$ cat config.mk
export PLATFORM = sky130hd
export DESIGN_NAME = rd_ctrl_mc
export DESIGN_NICKNAME = d
export VERILOG_FILES = /design/src/rtl/rd_ctrl_pkg.sv /design/src/rtl/rr_arbiter.sv /design/src/rtl/rd_ctrl_mc.sv
export SDC_FILE = /design/constraint.sdc
export NUM_CORES = 1
export LEC_CHECK = 0
export ABC_CLOCK_PERIOD_IN_PS = 7500
export CAP_MARGIN = 30
export CELL_PAD_IN_SITES_DETAIL_PLACEMENT = 1
export CELL_PAD_IN_SITES_GLOBAL_PLACEMENT = 1
export CORE_ASPECT_RATIO = 0.7
export CORE_MARGIN = 2
export CORE_UTILIZATION = 36
export DETAILED_ROUTE_END_ITERATION = 8
export PLACE_DENSITY = 0.75
export SYNTH_ARGS = -nofsm -noshare
export SYNTH_HDL_FRONTEND = slang
export SYNTH_HIERARCHICAL = 1
export SYNTH_SLANG_ARGS = --single-unit
$ cat constraint.sdc
create_clock -name i_user_clk -period 7.5 [get_ports i_user_clk]
set_input_delay 1.875 -clock i_user_clk [delete_from_list [all_inputs] [get_ports i_user_clk]]
set_output_delay 1.875 -clock i_user_clk [all_outputs]
set_load 0.005 [all_outputs]
$ cat src/rtl/rd_ctrl_pkg.sv
// Shared types and helpers for the multi-channel read-command generator.
package rd_ctrl_pkg;

  typedef enum logic [1:0] {
    StIdle,
    StArb,
    StReq,
    StDone
  } state_e;

  // AXI beats per command for a given byte length and data width.
  function automatic int unsigned burst_len(input int unsigned wr_length,
                                            input int unsigned data_width);
    return wr_length / (data_width / 8);
  endfunction

endpackage

$ cat src/rtl/rr_arbiter.sv
// Combinational round-robin picker: first set request after the last grant, wrapping.
module rr_arbiter #(
  parameter int unsigned P_CH_NUM = 4,
  parameter int unsigned P_CH_W   = $clog2(P_CH_NUM)
) (
  input  logic [P_CH_NUM-1:0] i_req,
  input  logic [P_CH_W-1:0]   i_last_grant,
  output logic [P_CH_W-1:0]   o_grant,
  output logic                o_valid
);

  // Scan from last_grant+1 around to last_grant itself; lowest distance wins.
  always_comb begin
    int unsigned v_idx;
    v_idx   = 0;
    o_grant = '0;
    o_valid = 1'b0;
    for (int unsigned i = 1; i <= P_CH_NUM; i++) begin
      v_idx = (32'(i_last_grant) + i) % P_CH_NUM;
      if (!o_valid && i_req[P_CH_W'(v_idx)]) begin
        o_valid = 1'b1;
        o_grant = P_CH_W'(v_idx);
      end
    end
  end

endmodule

$ cat src/rtl/rd_ctrl_mc.sv
// Multi-channel read-command generator: latches per-channel requests, arbitrates
// round-robin, and issues fixed-size bursts walking each channel's circular region.
module rd_ctrl_mc
  import rd_ctrl_pkg::*;
#(
  parameter int unsigned P_CH_NUM         = 4,
  parameter int unsigned P_WR_LENGTH      = 4096,
  parameter int unsigned P_AXI_DATA_WIDTH = 128,
  parameter int unsigned P_AXI_ADDR_WIDTH = 32,
  parameter int unsigned P_CH_W           = $clog2(P_CH_NUM)
) (
  input  logic                                 i_user_clk,
  input  logic                                 i_rst,
  input  logic                                 i_ddr_init,
  input  logic [P_CH_NUM-1:0]                  i_user_req,
  input  logic [P_CH_NUM*P_AXI_ADDR_WIDTH-1:0] i_user_baddr,
  input  logic [P_CH_NUM*P_AXI_ADDR_WIDTH-1:0] i_user_faddr,
  output logic [P_CH_NUM-1:0]                  o_user_busy,
  output logic                                 o_axi_u2a_rden,
  output logic [P_AXI_ADDR_WIDTH-1:0]          o_axi_u2a_addr,
  output logic [7:0]                           o_axi_u2a_length,
  output logic [P_CH_W-1:0]                    o_axi_u2a_ch,
  input  logic [P_CH_NUM-1:0]                  i_buffer_ready
);

  localparam int unsigned AW = P_AXI_ADDR_WIDTH;
  localparam int unsigned LP_BURST_LEN = burst_len(P_WR_LENGTH, P_AXI_DATA_WIDTH);
  localparam logic [AW:0] LP_STEP = (AW + 1)'(P_WR_LENGTH);

  state_e              r_state, w_state_nxt;
  logic                r_init_meta, r_init_sync;
  logic                w_ddr_ok;
  logic [P_CH_NUM-1:0] w_pend;
  logic [P_CH_NUM-1:0] w_addr_vld;
  logic [AW-1:0]       w_cur_addr [P_CH_NUM];
  logic [AW-1:0]       w_baddr    [P_CH_NUM];
  logic [AW-1:0]       w_faddr    [P_CH_NUM];
  logic [P_CH_W-1:0]   r_sel, r_last_grant, w_grant;
  logic                w_grant_vld;
  logic                r_rden;
  logic [AW-1:0]       r_addr;
  logic                w_hs;
  logic [AW:0]         w_sum;
  logic [AW-1:0]       w_addr_next;

  assign w_ddr_ok         = r_init_sync;
  assign w_hs             = (r_state == StReq) & r_rden & i_buffer_ready[r_sel];
  assign o_axi_u2a_rden   = r_rden;
  assign o_axi_u2a_addr   = r_addr;
  assign o_axi_u2a_ch     = r_sel;
  assign o_axi_u2a_length = 8'(LP_BURST_LEN - 1);

  // One extra bit so a region ending at the top of the address space still wraps.
  assign w_sum       = {1'b0, r_addr} + LP_STEP;
  assign w_addr_next = (w_sum >= {1'b0, w_faddr[r_sel]}) ? w_baddr[r_sel] : w_sum[AW-1:0];

  // Two-flop synchroniser for DDR calibration done.
  always_ff @(posedge i_user_clk or posedge i_rst) begin
    if (i_rst) begin
      r_init_meta <= 1'b0;
      r_init_sync <= 1'b0;
    end else begin
      r_init_meta <= i_ddr_init;
      r_init_sync <= r_init_meta;
    end
  end

  for (genvar c = 0; c < P_CH_NUM; c++) begin : g_ch
    logic          r_req_meta, r_req_sync, r_req_s1, r_req_s2;
    logic          r_pend, r_addr_vld;
    logic [AW-1:0] r_cur_addr;
    logic          w_edge, w_mine;

    assign w_baddr[c]     = i_user_baddr[c*AW +: AW];
    assign w_faddr[c]     = i_user_faddr[c*AW +: AW];
    assign w_mine         = (r_sel == P_CH_W'(c));
    assign w_edge         = r_req_s1 & ~r_req_s2;
    assign o_user_busy[c] = r_pend | ((r_state != StIdle) & w_mine);
    assign w_pend[c]      = r_pend;
    assign w_addr_vld[c]  = r_addr_vld;
    assign w_cur_addr[c]  = r_cur_addr;

    // Synchronise the request, then detect its rising edge one stage later.
    always_ff @(posedge i_user_clk or posedge i_rst) begin
      if (i_rst) begin
        r_req_meta <= 1'b0;
        r_req_sync <= 1'b0;
        r_req_s1   <= 1'b0;
        r_req_s2   <= 1'b0;
      end else begin
        r_req_meta <= i_user_req[c];
        r_req_sync <= r_req_meta;
        r_req_s1   <= r_req_sync;
        r_req_s2   <= r_req_s1;
      end
    end

    // Latch accepted edges; on this channel's handshake clear pend and advance the pointer.
    always_ff @(posedge i_user_clk or posedge i_rst) begin
      if (i_rst) begin
        r_pend     <= 1'b0;
        r_addr_vld <= 1'b0;
        r_cur_addr <= '0;
      end else if (w_hs && w_mine) begin
        r_pend     <= 1'b0;
        r_addr_vld <= 1'b1;
        r_cur_addr <= w_addr_next;
      end else if (w_edge && w_ddr_ok && !o_user_busy[c]) begin
        r_pend <= 1'b1;
      end
    end
  end

  rr_arbiter #(
    .P_CH_NUM(P_CH_NUM),
    .P_CH_W  (P_CH_W)
  ) u_arb (
    .i_req       (w_pend),
    .i_last_grant(r_last_grant),
    .o_grant     (w_grant),
    .o_valid     (w_grant_vld)
  );

  // FSM state register.
  always_ff @(posedge i_user_clk or posedge i_rst) begin
    if (i_rst) r_state <= StIdle;
    else       r_state <= w_state_nxt;
  end

  // FSM next-state.
  always_comb begin
    w_state_nxt = r_state;
    unique case (r_state)
      StIdle:  if (|w_pend) w_state_nxt = StArb;
      StArb:   w_state_nxt = w_grant_vld ? StReq : StIdle;
      StReq:   if (w_hs) w_state_nxt = StDone;
      StDone:  w_state_nxt = StIdle;
      default: w_state_nxt = StIdle;
    endcase
  end

  // Command registers: loaded at arbitration, held through REQ, rden cleared on handshake.
  always_ff @(posedge i_user_clk or posedge i_rst) begin
    if (i_rst) begin
      r_rden       <= 1'b0;
      r_addr       <= '0;
      r_sel        <= '0;
      r_last_grant <= P_CH_W'(P_CH_NUM - 1);
    end else if (r_state == StArb && w_grant_vld) begin
      r_sel        <= w_grant;
      r_last_grant <= w_grant;
      r_addr       <= w_addr_vld[w_grant] ? w_cur_addr[w_grant] : w_baddr[w_grant];
      r_rden       <= 1'b1;
    end else if (w_hs) begin
      r_rden <= 1'b0;
    end
  end

endmodule

==> After elaboration in Yosys (flattened, before gate mapping) <==
Index checks and enable logic that the tools add are counted.
{ "totals": {"reg_bits": 193, "ramBits": 0, "inputBits": 267, "n_memories": 0, "output_inout_bits": 47, "latchBits": 0, "romBits": 0, "elab_cells": 158} }
{ "op_classes": {"shift": 0, "n_bitwise": 20, "n_addsub": 5, "n_mux": 48, "reduce_logical": 33, "n_mul": 0, "n_div": 0, "n_eq_ne": 8, "magnitude_cmp": 9} }
{ "ops": {"columns": ["operator", "count"], "rows": [
  ["32-bit 2-to-1 mux", 10],
  ["32-bit binary-select mux with 2-bit select", 4],
  ["32-bit by 13-bit adder with 33-bit output, second input constant", 1],
  ["33-bit by 32-bit >= comparator with 1-bit output", 1],
  ["1-bit 2-to-1 mux", 20],
  ["2-bit by 3-bit less-than comparator with 1-bit output, second input constant", 6],
  ["1-bit logical AND", 16],
  ["2-bit 2-to-1 mux", 7],
  ["1-bit binary-select mux with 2-bit select", 6],
  ["2-bit nonzero test", 6],
  ["1-bit AND", 10],
  ["2-bit equality test, second input constant", 4],
  ["2-bit one-hot mux with 4 select lines", 1],
  ["1-bit zero test", 7],
  ["3-bit >= comparator, second input constant", 2],
  ["2-bit inverter with 3-bit output", 2],
  ["2-bit by 1-bit adder with 2-bit output, second input constant", 2],
  ["2-bit adder, second input constant", 2],
  ["2-bit by 1-bit equality test with 1-bit output, second input constant", 2],
  ["2-bit zero test", 2],
  ["2-bit != test, second input constant", 2],
  ["1-bit inverter", 4],
  ["1-bit OR", 4],
  ["4-bit OR reduction", 1],
  ["2-bit AND reduction", 1]
]} }

==> Longest topological paths before layout <==
Gate-level depths: netlist (run 1).
{ "depth": {"depth_word": 18, "ltp_mapped": 14, "depth_no_buf": 12} }

==> Cells and area by module <==
The synthesis (run 1) kept the hierarchy.
{ "by_module_without_submodules": {"columns": ["module", "cells_per_inst", "seq_area_each_um2", "area_per_inst_um2", "instances"], "rows": [
  ["rd_ctrl_mc", 1065, 4832.1, 12473.2, 1],
  ["rr_arbiter", 14, 0.0, 91.3, 1]
]} }

==> Least setup slack after synthesis (run 1) <==
OpenSTA, ideal clock, no wires.
{ "synth_timing": {"kind": "in2reg", "from": "in i_user_faddr[126]", "to": "reg g_ch[0].r_cur_addr[8]", "required_time_ns": 7.359, "setup_slack_ns": 3.058, "setup_ns": 0.141, "n_path_buf": 2, "arrival_time_ns": 4.301, "stages": 11, "cell_sequence": "mux4_2 -> inv_1 -> ha_1 -> a21o_1 -> a21o_1 -> a31o_2 -> or3_1 -> clkbuf_1 -> buf_4 -> o31ai_2 -> a31oi_1"} }
{ "synth_via": {"elab_chain_len": 5} }
{ "synth_lines": {"columns": ["item", "line", "rtl"], "rows": [
  ["from (decl)", "rd_ctrl_mc.sv:17", "input logic [P_CH_NUM*P_AXI_ADDR_WIDTH-1:0] i_user_faddr,"],
  ["32-bit binary-select mux with 2-bit select", "rd_ctrl_mc.sv:55", "assign w_addr_next = (w_sum >= {1'b0, w_faddr[r_sel]}) ? w_baddr[r_sel] : w_sum[AW-1:0];"],
  ["32-bit 2-to-1 mux (not written as such) (2 in a row)", "rd_ctrl_mc.sv:55", null],
  ["33-bit by 32-bit >= comparator with 1-bit output", "rd_ctrl_mc.sv:55", null],
  ["32-bit 2-to-1 mux", "rd_ctrl_mc.sv:55", null],
  ["to (signal assigned)", "rd_ctrl_mc.sv:107", "r_cur_addr <= w_addr_next;"],
  ["to (decl)", "rd_ctrl_mc.sv:71", "logic [AW-1:0] r_cur_addr;"]
]} }
Every way passes these cells. The select of a mux whose other input is x is not followed.
A chain may end at the register's enable or synchronous reset.

==> Worst setup path after layout (run 1) <==
{ "layout_timing": {"from": "in i_user_faddr[47]", "to": "reg g_ch[3].r_cur_addr[16]"} }
{ "layout_via": {"elab_chain_len": 5} }
{ "layout_lines": {"columns": ["item", "line"], "rows": [
  ["32-bit binary-select mux with 2-bit select", "rd_ctrl_mc.sv:55"],
  ["32-bit 2-to-1 mux (not written as such) (2 in a row)", "rd_ctrl_mc.sv:55"],
  ["33-bit by 32-bit >= comparator with 1-bit output", "rd_ctrl_mc.sv:55"],
  ["32-bit 2-to-1 mux", "rd_ctrl_mc.sv:55"],
  ["to (signal assigned)", "rd_ctrl_mc.sv:107"],
  ["to (decl)", "rd_ctrl_mc.sv:71"]
]} }
Every way passes these cells. The select of a mux whose other input is x is not followed.

==> out/summary.json, run 1 <==
{
  "critical_path.startpoint": {"value": "i_user_faddr[47]"},
  "final.setup.tns": {"value": 0, "unit": "ps"},
  "final_min_period_over_clock_period": {"value": 0.703},
  "detail_route.iter0.violations": {"value": 624},
  "async_reset_ff_frac": {"value": 1.00},
  "setup.reg_to_reg.worst_slack": {"value": 2670, "unit": "ps"},
  "grt_overflow": {"value": 0},
  "routed_wl": {"value": 48800, "unit": "um"},
  "timing.critical_path.arrival": {"value": 5590, "unit": "ps"},
  "power.ir.vdd_worst": {"value": 0.373, "unit": "mV"},
  "cts_made_buffers": {"value": 17},
  "r2r_cells": {"value": 10},
  "clkSinkCount": {"value": 193},
  "timing.critical_path.to": {"value": "g_ch[3].r_cur_addr[16]"},
  "hold_class": {"value": "flip-flop to flip-flop"},
  "die_h": {"value": 160, "unit": "um"},
  "cts_hold_repair.buffers": {"value": 0},
  "critPathKind": {"value": "input pin to flip-flop"},
  "avgViaCountPerCell": {"value": 5.89},
  "grt_setup_unrepaired": {"value": "false"},
  "cts_setup_buffers": {"value": 0},
  "yosysWarningCount": {"value": 6},
  "period_needed": {"value": 5270, "unit": "ps"},
  "antenna_violations_before_repair": {"value": 10},
  "cp_data_required_time": {"value": 7820, "unit": "ps"},
  "cts-htree-levels": {"value": 4},
  "hold_ws": {"value": 351, "unit": "ps"},
  "first_global_vias": {"value": 11500},
  "path_max_fanout": {"value": 32},
  "cts_tree": {"value": "done"},
  "cts-root-buf": {"value": "sky130_fd_sc_hd__clkbuf_16"},
  "max_cap_viol_count": {"value": 0},
  "floorplan.core_area": {"value": 0.0345, "unit": "mm2"},
  "worst_setup_hold_path_clk_slew": {"value": 70, "unit": "ps"},
  "mean_cell_area_of_the_mapped_netlist": {"value": 11.6, "unit": "um2"},
  "start_util": {"value": 0.364},
  "global_route_wire_length_before_repair": {"value": 72800, "unit": "um"},
  "synth_sequential_area_ratio": {"value": 0.385},
  "timing.clock.skew": {"value": 16.9, "unit": "ps"},
  "place_area": {"value": 0.0161, "unit": "mm2"},
  "timing.slew.headroom": {"value": 0.364},
  "synth_seq_cells": {"value": 193},
  "placement_rows": {"value": 57},
  "clkLatencyLatePin": {"value": 430, "unit": "ps"},
  "synth-main-ff-cell": {"value": "sky130_fd_sc_hd__dfrtp_1"},
  "resized_cells_post_cts": {"value": 0},
  "routed_wire_length_per_instance": {"value": 26.7, "unit": "um"},
  "io_pins": {"value": 314},
  "timing.rr.start": {"value": "o_axi_u2a_ch[0]"},
  "dr.pass1.iters": {"value": 4},
  "postRouteAntennaNets": {"value": 0},
  "numPortBuffers": {"value": 305},
  "drive_gt1_frac": {"value": 0.183},
  "fin_area": {"value": 0.0167, "unit": "mm2"},
  "synthToLayoutAreaGrowth": {"value": 32.9, "unit": "%"},
  "achievable-frequency": {"value": 190, "unit": "MHz"},
  "worst-slew-pin-transition": {"value": 954, "unit": "ps"},
  "clock_tree.buffer_depth": {"value": 2},
  "mappedNetlistArea": {"value": 0.0126, "unit": "mm2"},
  "grt.total_usage": {"value": 0.269},
  "synthDistinctLibCells": {"value": 51},
  "post_synth_inst_count": {"value": 1079},
  "maxSlewViolCount": {"value": 0},
  "die_width": {"value": 227, "unit": "um"},
  "leakage": {"value": 6.45, "unit": "nW"},
  "timing.final.setup_violations": {"value": 0},
  "finish.net_count": {"value": 1633},
  "hold_start": {"value": "g_ch[3].r_req_sync"},
  "maximum_number_of_pins_on_one_net_before_global_route_repair": {"value": 93},
  "dr_total_vias": {"value": 10700},
  "report.final.hold_viol_count": {"value": 0},
  "pwr_density_cell": {"value": 485, "unit": "mW/mm2"},
  "status": {"value": "complete, no violations"},
  "place.gp.congestion": {"value": 0.811},
  "post-route-drc-count": {"value": 0},
  "synth-edff-count": {"value": 0},
  "cp-start-kind": {"value": "input pin"},
  "critical_r2r_capture": {"value": "g_ch[2].r_cur_addr[15]"},
  "crit_path_end_kind": {"value": "flip-flop"},
  "hpwl": {"value": 35500, "unit": "um"},
  "fp.dieArea": {"value": 0.0364, "unit": "mm2"}
}
-- synth_stat cells, types with 3 or more instances --
library cell | instances | area (um2)
sky130_fd_sc_hd__dfrtp_1 | 191 | 4780
sky130_fd_sc_hd__nand3_1 | 21 | 105
sky130_fd_sc_hd__xnor2_1 | 9 | 78.8
sky130_fd_sc_hd__nor3_1 | 7 | 35.0
sky130_fd_sc_hd__clkbuf_1 | 51 | 191
sky130_fd_sc_hd__o31ai_4 | 29 | 617
sky130_fd_sc_hd__and3_1 | 4 | 25.0
sky130_fd_sc_hd__nand4_1 | 36 | 225
sky130_fd_sc_hd__mux2i_1 | 33 | 330
sky130_fd_sc_hd__a31oi_1 | 124 | 776
sky130_fd_sc_hd__nor4_1 | 6 | 37.5
sky130_fd_sc_hd__inv_1 | 39 | 146
sky130_fd_sc_hd__buf_6 | 3 | 33.8
sky130_fd_sc_hd__a21oi_1 | 13 | 65.1
sky130_fd_sc_hd__nand2_1 | 58 | 218
sky130_fd_sc_hd__nor2_1 | 151 | 567
sky130_fd_sc_hd__or2_2 | 8 | 50.1
sky130_fd_sc_hd__a21o_1 | 3 | 22.5
sky130_fd_sc_hd__or3_1 | 3 | 18.8
sky130_fd_sc_hd__nand2b_1 | 6 | 37.5
sky130_fd_sc_hd__a31oi_2 | 5 | 62.6
sky130_fd_sc_hd__o21ai_0 | 37 | 185
sky130_fd_sc_hd__mux4_2 | 130 | 2930
sky130_fd_sc_hd__buf_4 | 12 | 90.1
sky130_fd_sc_hd__xor2_1 | 9 | 78.8
sky130_fd_sc_hd__buf_1 | 13 | 48.8
sky130_fd_sc_hd__ha_1 | 33 | 413
sky130_fd_sc_hd__buf_2 | 16 | 80.1
-- per-stage QoR --
step | cells | setup WS [ps] | power (mW) | util
CTS | 1816 | 2290 | 8.13 | 0.483
floorplan | 1086 | 373 | 5.50 | -
global placement | 1783 | 1890 | 6.89 | 0.463
detailed placement | 1786 | 1840 | 7.13 | 0.465
global route | 1825 | 2100 | 8.63 | 0.484
finish | 1825 | 2230 | 8.10 | 0.484
-- logic make-up (layout without fill, tap and decap cells) --
| kind of cell | Yosys count | count (layout) | synth area share |
|---|---|---|---|
| buffers and inverters | 136 | 394 | 0.0492 |
| flip-flops | 193 | 193 | 0.385 |
| XOR/XNOR | 18 | 18 | 0.0125 |
| AND/OR/NAND/NOR | 307 | 307 | 0.110 |
| other | 1 | 17 | 0.000298 |
| adder cells (fa/ha/maj) | 33 | 33 | 0.0329 |
| multiplexers | 163 | 163 | 0.259 |
| AO/OA/AOI/OAI | 228 | 228 | 0.151 |
-- registers in the layout, summed over array words and instances, names as in the netlist, named ones only --
| name | count |
|---|---|
| o_axi_u2a_rden | 1 |
| o_axi_u2a_addr | 32 |
| g_ch.r_req_s1 | 4 |
| g_ch.r_cur_addr | 128 |
| g_ch.r_req_meta | 4 |
| r_init_sync | 1 |
| r_init_meta | 1 |
| g_ch.r_addr_vld | 4 |
| g_ch.r_pend | 4 |
| g_ch.r_req_sync | 4 |
| r_last_grant | 2 |
| o_axi_u2a_ch | 2 |
| r_state | 1 |
| g_ch.r_req_s2 | 4 |
-- routing by layer --
| metal | global-route usage | share of wire | vias to the layer above |
|---|---|---|---|
| li1 | - | - | 4662 |
| met1 | 0.367 | 0.43 | 5583 |
| met2 | 0.423 | 0.47 | 463 |
| met3 | 0.0688 | 0.085 | 39 |
| met4 | 0.0787 | 0.019 | 2 |
| met5 | 0 | 0.00027 | - |
-- worst min-delay path by stage --
stage          cells past startpoint                 end
4_1_cts                            0    g_ch[3].r_req_s1
3_3_place_gp                       0  g_ch[0].r_req_sync
6_report                           0    g_ch[3].r_req_s1
3_5_place_dp                       0    g_ch[2].r_req_s1
2_1_floorplan                      0    g_ch[0].r_req_s1
5_1_grt                            0    g_ch[2].r_req_s1
-- area by class of cell --
type	instances	area (um2)
Antenna cell	9	22.5
Clock buffer	19	453
Clock inverter	11	154
Fill cell	3713	17800
Inverter	39	154
Multi-Input combinational cell	757	7210
Sequential cell	193	4840
Tap cell	472	591
Timing Repair Buffer	325	3270
-- critical path, cell delays in order --
cell	delay, ps
sky130_fd_sc_hd__clkdlybuf4s50_1	430
sky130_fd_sc_hd__mux4_2	470
sky130_fd_sc_hd__inv_1	90
sky130_fd_sc_hd__ha_1	270
sky130_fd_sc_hd__and4_1	220
sky130_fd_sc_hd__a221oi_1	630
sky130_fd_sc_hd__o22a_2	890
sky130_fd_sc_hd__nand3_1	350
sky130_fd_sc_hd__a31oi_1	320
-- where the power goes --
| part | internal [mW] | leakage (nW) | switching, mW |
|---|---|---|---|
| clock network | 0.543 | 0.280 | 0.419 |
| logic | 2.46 | 3.88 | 2.63 |
| registers | 1.53 | 2.29 | 0.519 |
-- cell usage in the layout (no fill, tap or decap), types with 16 or more instances in the layout --
master	n
sky130_fd_sc_hd__o31ai_4	29
sky130_fd_sc_hd__inv_1	38
sky130_fd_sc_hd__clkdlybuf4s50_1	305
sky130_fd_sc_hd__nand3_1	20
sky130_fd_sc_hd__buf_4	16
sky130_fd_sc_hd__nand2_1	58
sky130_fd_sc_hd__a31oi_1	124
sky130_fd_sc_hd__nand4_1	36
sky130_fd_sc_hd__dfrtp_1	189
sky130_fd_sc_hd__o21ai_0	37
sky130_fd_sc_hd__mux4_2	130
sky130_fd_sc_hd__nor2_1	148
sky130_fd_sc_hd__mux2i_1	33
sky130_fd_sc_hd__clkbuf_16	17
sky130_fd_sc_hd__ha_1	33
Power figures use the tool's default switching activity.
==> run 2: changes to the inputs <==
- ABC_CLOCK_PERIOD_IN_PS: 7500 -> 5400
- CORE_UTILIZATION: 36 -> 39
- PLACE_DENSITY: 0.75 -> 0.78
- clock period: 7.5 -> 5.4 ns (I/O delays scaled with it)
==> run 2 against run 1 <==
Global-route usage grew 2.7 points. First-iteration DRC count increased by 45%. Sequential cell count stayed put. Non-clock buffer count up 1. Via count rose by 2.0%. Critical path type is now flip-flop to output port. Critical endpoint is now o_user_busy[2]. Hold slack better by 1.9 ps. Combinational power up 39%.
==> out/summary.json, run 2 (synthesis results as in run 1) <==
{
  "cts-htree-levels": {"value": 4, "change": "unchanged"},
  "cts_setup_buffers": {"value": 0, "change": "unchanged"},
  "cts_made_buffers": {"value": 17, "change": "unchanged"},
  "timing.final.setup_violations": {"value": 0, "change": "unchanged"},
  "finish.net_count": {"value": 1634, "change": "was 1633"},
  "r2r_cells": {"value": 12, "change": "was 10"},
  "max_cap_viol_count": {"value": 0, "change": "unchanged"},
  "antenna_violations_before_repair": {"value": 6, "change": "was 10"},
  "placement.setup.worst_slack": {"value": 626, "unit": "ps", "change": "was 1840 ps"},
  "hold_path_depth": {"value": 0, "change": "unchanged"},
  "timing.slew.headroom": {"value": 0.305, "change": "was 0.364"},
  "timing.clock.skew": {"value": 15.3, "unit": "ps", "change": "was 16.9 ps"},
  "maximum_number_of_pins_on_one_net_before_global_route_repair": {"value": 72, "change": "was 93"},
  "hold_start": {"value": "g_ch[0].r_req_meta", "change": "was g_ch[3].r_req_sync"},
  "drive_gt1_frac": {"value": 0.186, "change": "was 0.183"},
  "first_global_vias": {"value": 11800, "change": "was 11500"},
  "global_route_wire_length_before_repair": {"value": 73600, "unit": "um", "change": "was 72800 um"},
  "hold_class": {"value": "flip-flop to flip-flop", "change": "unchanged"},
  "start_util": {"value": 0.400, "change": "was 0.364"},
  "cts_tree": {"value": "done", "change": "unchanged"},
  "crit_path_end_kind": {"value": "output port", "change": "was flip-flop"},
  "largest_register_ffs": {"value": 128, "change": "unchanged"},
  "die_h": {"value": 154, "unit": "um", "change": "was 160 um"},
  "pwr_density_cell": {"value": 673, "unit": "mW/mm2", "change": "was 485 mW/mm2"},
  "commonest_cells_after_routing_fill_and_taps_aside": {"value": "305 x sky130_fd_sc_hd__clkdlybuf4s50_1, 189 x sky130_fd_sc_hd__dfrtp_1, 148 x sky130_fd_sc_hd__nor2_1, 130 x sky130_fd_sc_hd__mux4_2, 124 x sky130_fd_sc_hd__a31oi_1", "change": "unchanged"},
  "cp_data_required_time": {"value": 4050, "unit": "ps", "change": "was 7820 ps"},
  "maxSlewViolCount": {"value": 0, "change": "unchanged"},
  "combined_flip_flop_and_latch_cell_area": {"value": 0.00484, "unit": "mm2", "change": "unchanged"},
  "grt.total_usage": {"value": 0.295, "change": "was 0.269"},
  "grt_overflow": {"value": 0, "change": "unchanged"},
  "achievable-frequency": {"value": 216, "unit": "MHz"},
  "dr_total_vias": {"value": 11000, "change": "was 10700"},
  "critical_r2r_capture": {"value": "g_ch[2].r_cur_addr[28]", "change": "was g_ch[2].r_cur_addr[15]"},
  "numPortBuffers": {"value": 305, "change": "unchanged"},
  "period_needed": {"value": 4620, "unit": "ps"},
  "placement_rows": {"value": 54, "change": "was 57"},
  "fp.dieArea": {"value": 0.0337, "unit": "mm2", "change": "was 0.0364 mm2"},
  "synthToLayoutAreaGrowth": {"value": 32.7, "unit": "%", "change": "was 32.9%"},
  "routed_wire_length_per_instance": {"value": 27.9, "unit": "um", "change": "was 26.7 um"},
  "post-route-drc-count": {"value": 0, "change": "unchanged"},
  "timing.critical_path.arrival": {"value": 3270, "unit": "ps", "change": "was 5590 ps"},
  "largest_register": {"value": "g_ch.r_cur_addr", "change": "unchanged"},
  "final.setup.tns": {"value": 0, "unit": "ps", "change": "unchanged"},
  "routed_wl": {"value": 49400, "unit": "um", "change": "was 48800 um"},
  "die_width": {"value": 219, "unit": "um", "change": "was 227 um"},
  "fin_ws": {"value": 777, "unit": "ps", "change": "was 2230 ps"},
  "dr.pass1.iters": {"value": 6, "change": "was 4"},
  "cts_hold_repair.buffers": {"value": 0, "change": "unchanged"},
  "clkSinkCount": {"value": 193, "change": "unchanged"},
  "report.final.hold_viol_count": {"value": 0, "change": "unchanged"},
  "postRouteAntennaNets": {"value": 0, "change": "unchanged"},
  "leakage": {"value": 6.48, "unit": "nW", "change": "was 6.45 nW"},
  "floorplan.core_area": {"value": 0.0314, "unit": "mm2", "change": "was 0.0345 mm2"},
  "critPathKind": {"value": "flip-flop to output port", "change": "was input pin to flip-flop"},
  "place.gp.congestion": {"value": 0.868, "change": "was 0.811"},
  "grt_setup_unrepaired": {"value": "false", "change": "unchanged"},
  "clock_tree.buffer_depth": {"value": 2, "change": "unchanged"},
  "worst_setup_hold_path_clk_slew": {"value": 70, "unit": "ps", "change": "about the same"},
  "path_max_fanout": {"value": 40, "change": "was 32"},
  "avgViaCountPerCell": {"value": 6.19, "change": "was 5.89"},
  "cts-root-buf": {"value": "sky130_fd_sc_hd__clkbuf_16", "change": "unchanged"},
  "mostFrequentLayoutCell": {"value": "sky130_fd_sc_hd__clkdlybuf4s50_1", "change": "unchanged"},
  "timing.rr.start": {"value": "o_axi_u2a_addr[17]", "change": "was o_axi_u2a_ch[0]"},
  "detail_route.iter0.violations": {"value": 905, "change": "was 624"},
  "hpwl": {"value": 35200, "unit": "um", "change": "was 35500 um"},
  "clkLatencyLatePin": {"value": 450, "unit": "ps", "change": "was 430 ps"},
  "worst-slew-pin-transition": {"value": 1040, "unit": "ps", "change": "was 954 ps"},
  "resized_cells_post_cts": {"value": 0, "change": "unchanged"},
  "area_taken_by_multi_input_logic_gates": {"value": 0.00722, "unit": "mm2", "change": "was 0.00721 mm2"},
  "io_pins": {"value": 314, "change": "unchanged"},
  "power.ir.vdd_worst": {"value": 0.410, "unit": "mV", "change": "was 0.373 mV"},
  "status": {"value": "complete, no violations", "change": "unchanged"},
  "setup.reg_to_reg.worst_slack": {"value": 940, "unit": "ps", "change": "was 2670 ps"},
  "cp-start-kind": {"value": "flip-flop", "change": "was input pin"},
  "final_min_period_over_clock_period": {"value": 0.856},
  "worstHoldEndpoint": {"value": "g_ch[0].r_req_sync", "change": "was g_ch[3].r_req_s1"},
  "filler_cell_count": {"value": 3249, "change": "was 3713"}
}
## run 2: changes by cell type in the layout (fill, tap and decap cells not counted), sizes merged
cell | previous run | this run
buf | 20 | 21
bufinv | 3 | 0
clkbuf | 19 | 20
clkinv | 1 | 5
clkinvlp | 5 | 2
diode | 9 | 5
inv | 41 | 44
## run 2: worst max-delay path by stage
stage	startpoint	to	slack, ps	cells after the start
after floorplan	i_user_faddr[126]	g_ch[0].r_cur_addr[8]	1480	11
after global placement	i_user_faddr[100]	g_ch[1].r_cur_addr[13]	650	11
after detailed placement	i_user_faddr[92]	g_ch[3].r_cur_addr[31]	630	11
after CTS	o_axi_u2a_ch[0]	o_user_busy[2]	700	5
after global routing	o_axi_u2a_ch[0]	o_user_busy[2]	540	5
final	o_axi_u2a_ch[0]	o_user_busy[2]	780	5
## run 2: layout make-up
cell class | count | share of cell area
flip-flops and latches | 193 | 0.290
repair buffers | 326 | 0.201
clock buffers | 20 | 0.0280
diodes | 5 | 0.000750
multi-input cells | 757 | 0.433
well taps | 420 | 0.0315
inverters | 39 | 0.00900
clock inverters | 12 | 0.00698
## run 2: metal layers
layer  global-route usage  share of wire  vias to the layer above
met5                    0              0                        -
met4                0.116          0.031                        0
met3               0.0777          0.091                       90
met2                0.468           0.47                      541
met1                0.388           0.40                     5674
li1                     -              -                     4663
## run 2: metrics by stage
stage | power, mW | area [um2] | hold slack [ps] | cells | utilization
2_1_floorplan | 7.64 | 12600 | 331 | 1086 | -
3_3_place_gp | 9.56 | 16100 | 333 | 1734 | 0.511
3_5_place_dp | 9.86 | 16100 | 336 | 1734 | 0.511
4_1_cts | 11.2 | 16600 | 353 | 1766 | 0.530
5_1_grt | 11.9 | 16700 | 372 | 1771 | 0.531
6_report | 11.2 | 16700 | 353 | 1772 | 0.531
## run 2: power by group
group	internal [mW]	total [mW]	leakage (nW)	switching [mW]
clock	0.649	1.29	0.287	0.642
sequential	2.12	2.84	2.29	0.721
combinational	3.42	7.08	3.90	3.67
## run 2: critical path: stages (launching register included)
cell and delay [ps]:
sky130_fd_sc_hd__dfrtp_4 850, sky130_fd_sc_hd__buf_4 810, sky130_fd_sc_hd__nand2b_1 270, sky130_fd_sc_hd__nor2_1 80, sky130_fd_sc_hd__or2_2 310, sky130_fd_sc_hd__clkdlybuf4s50_1 450
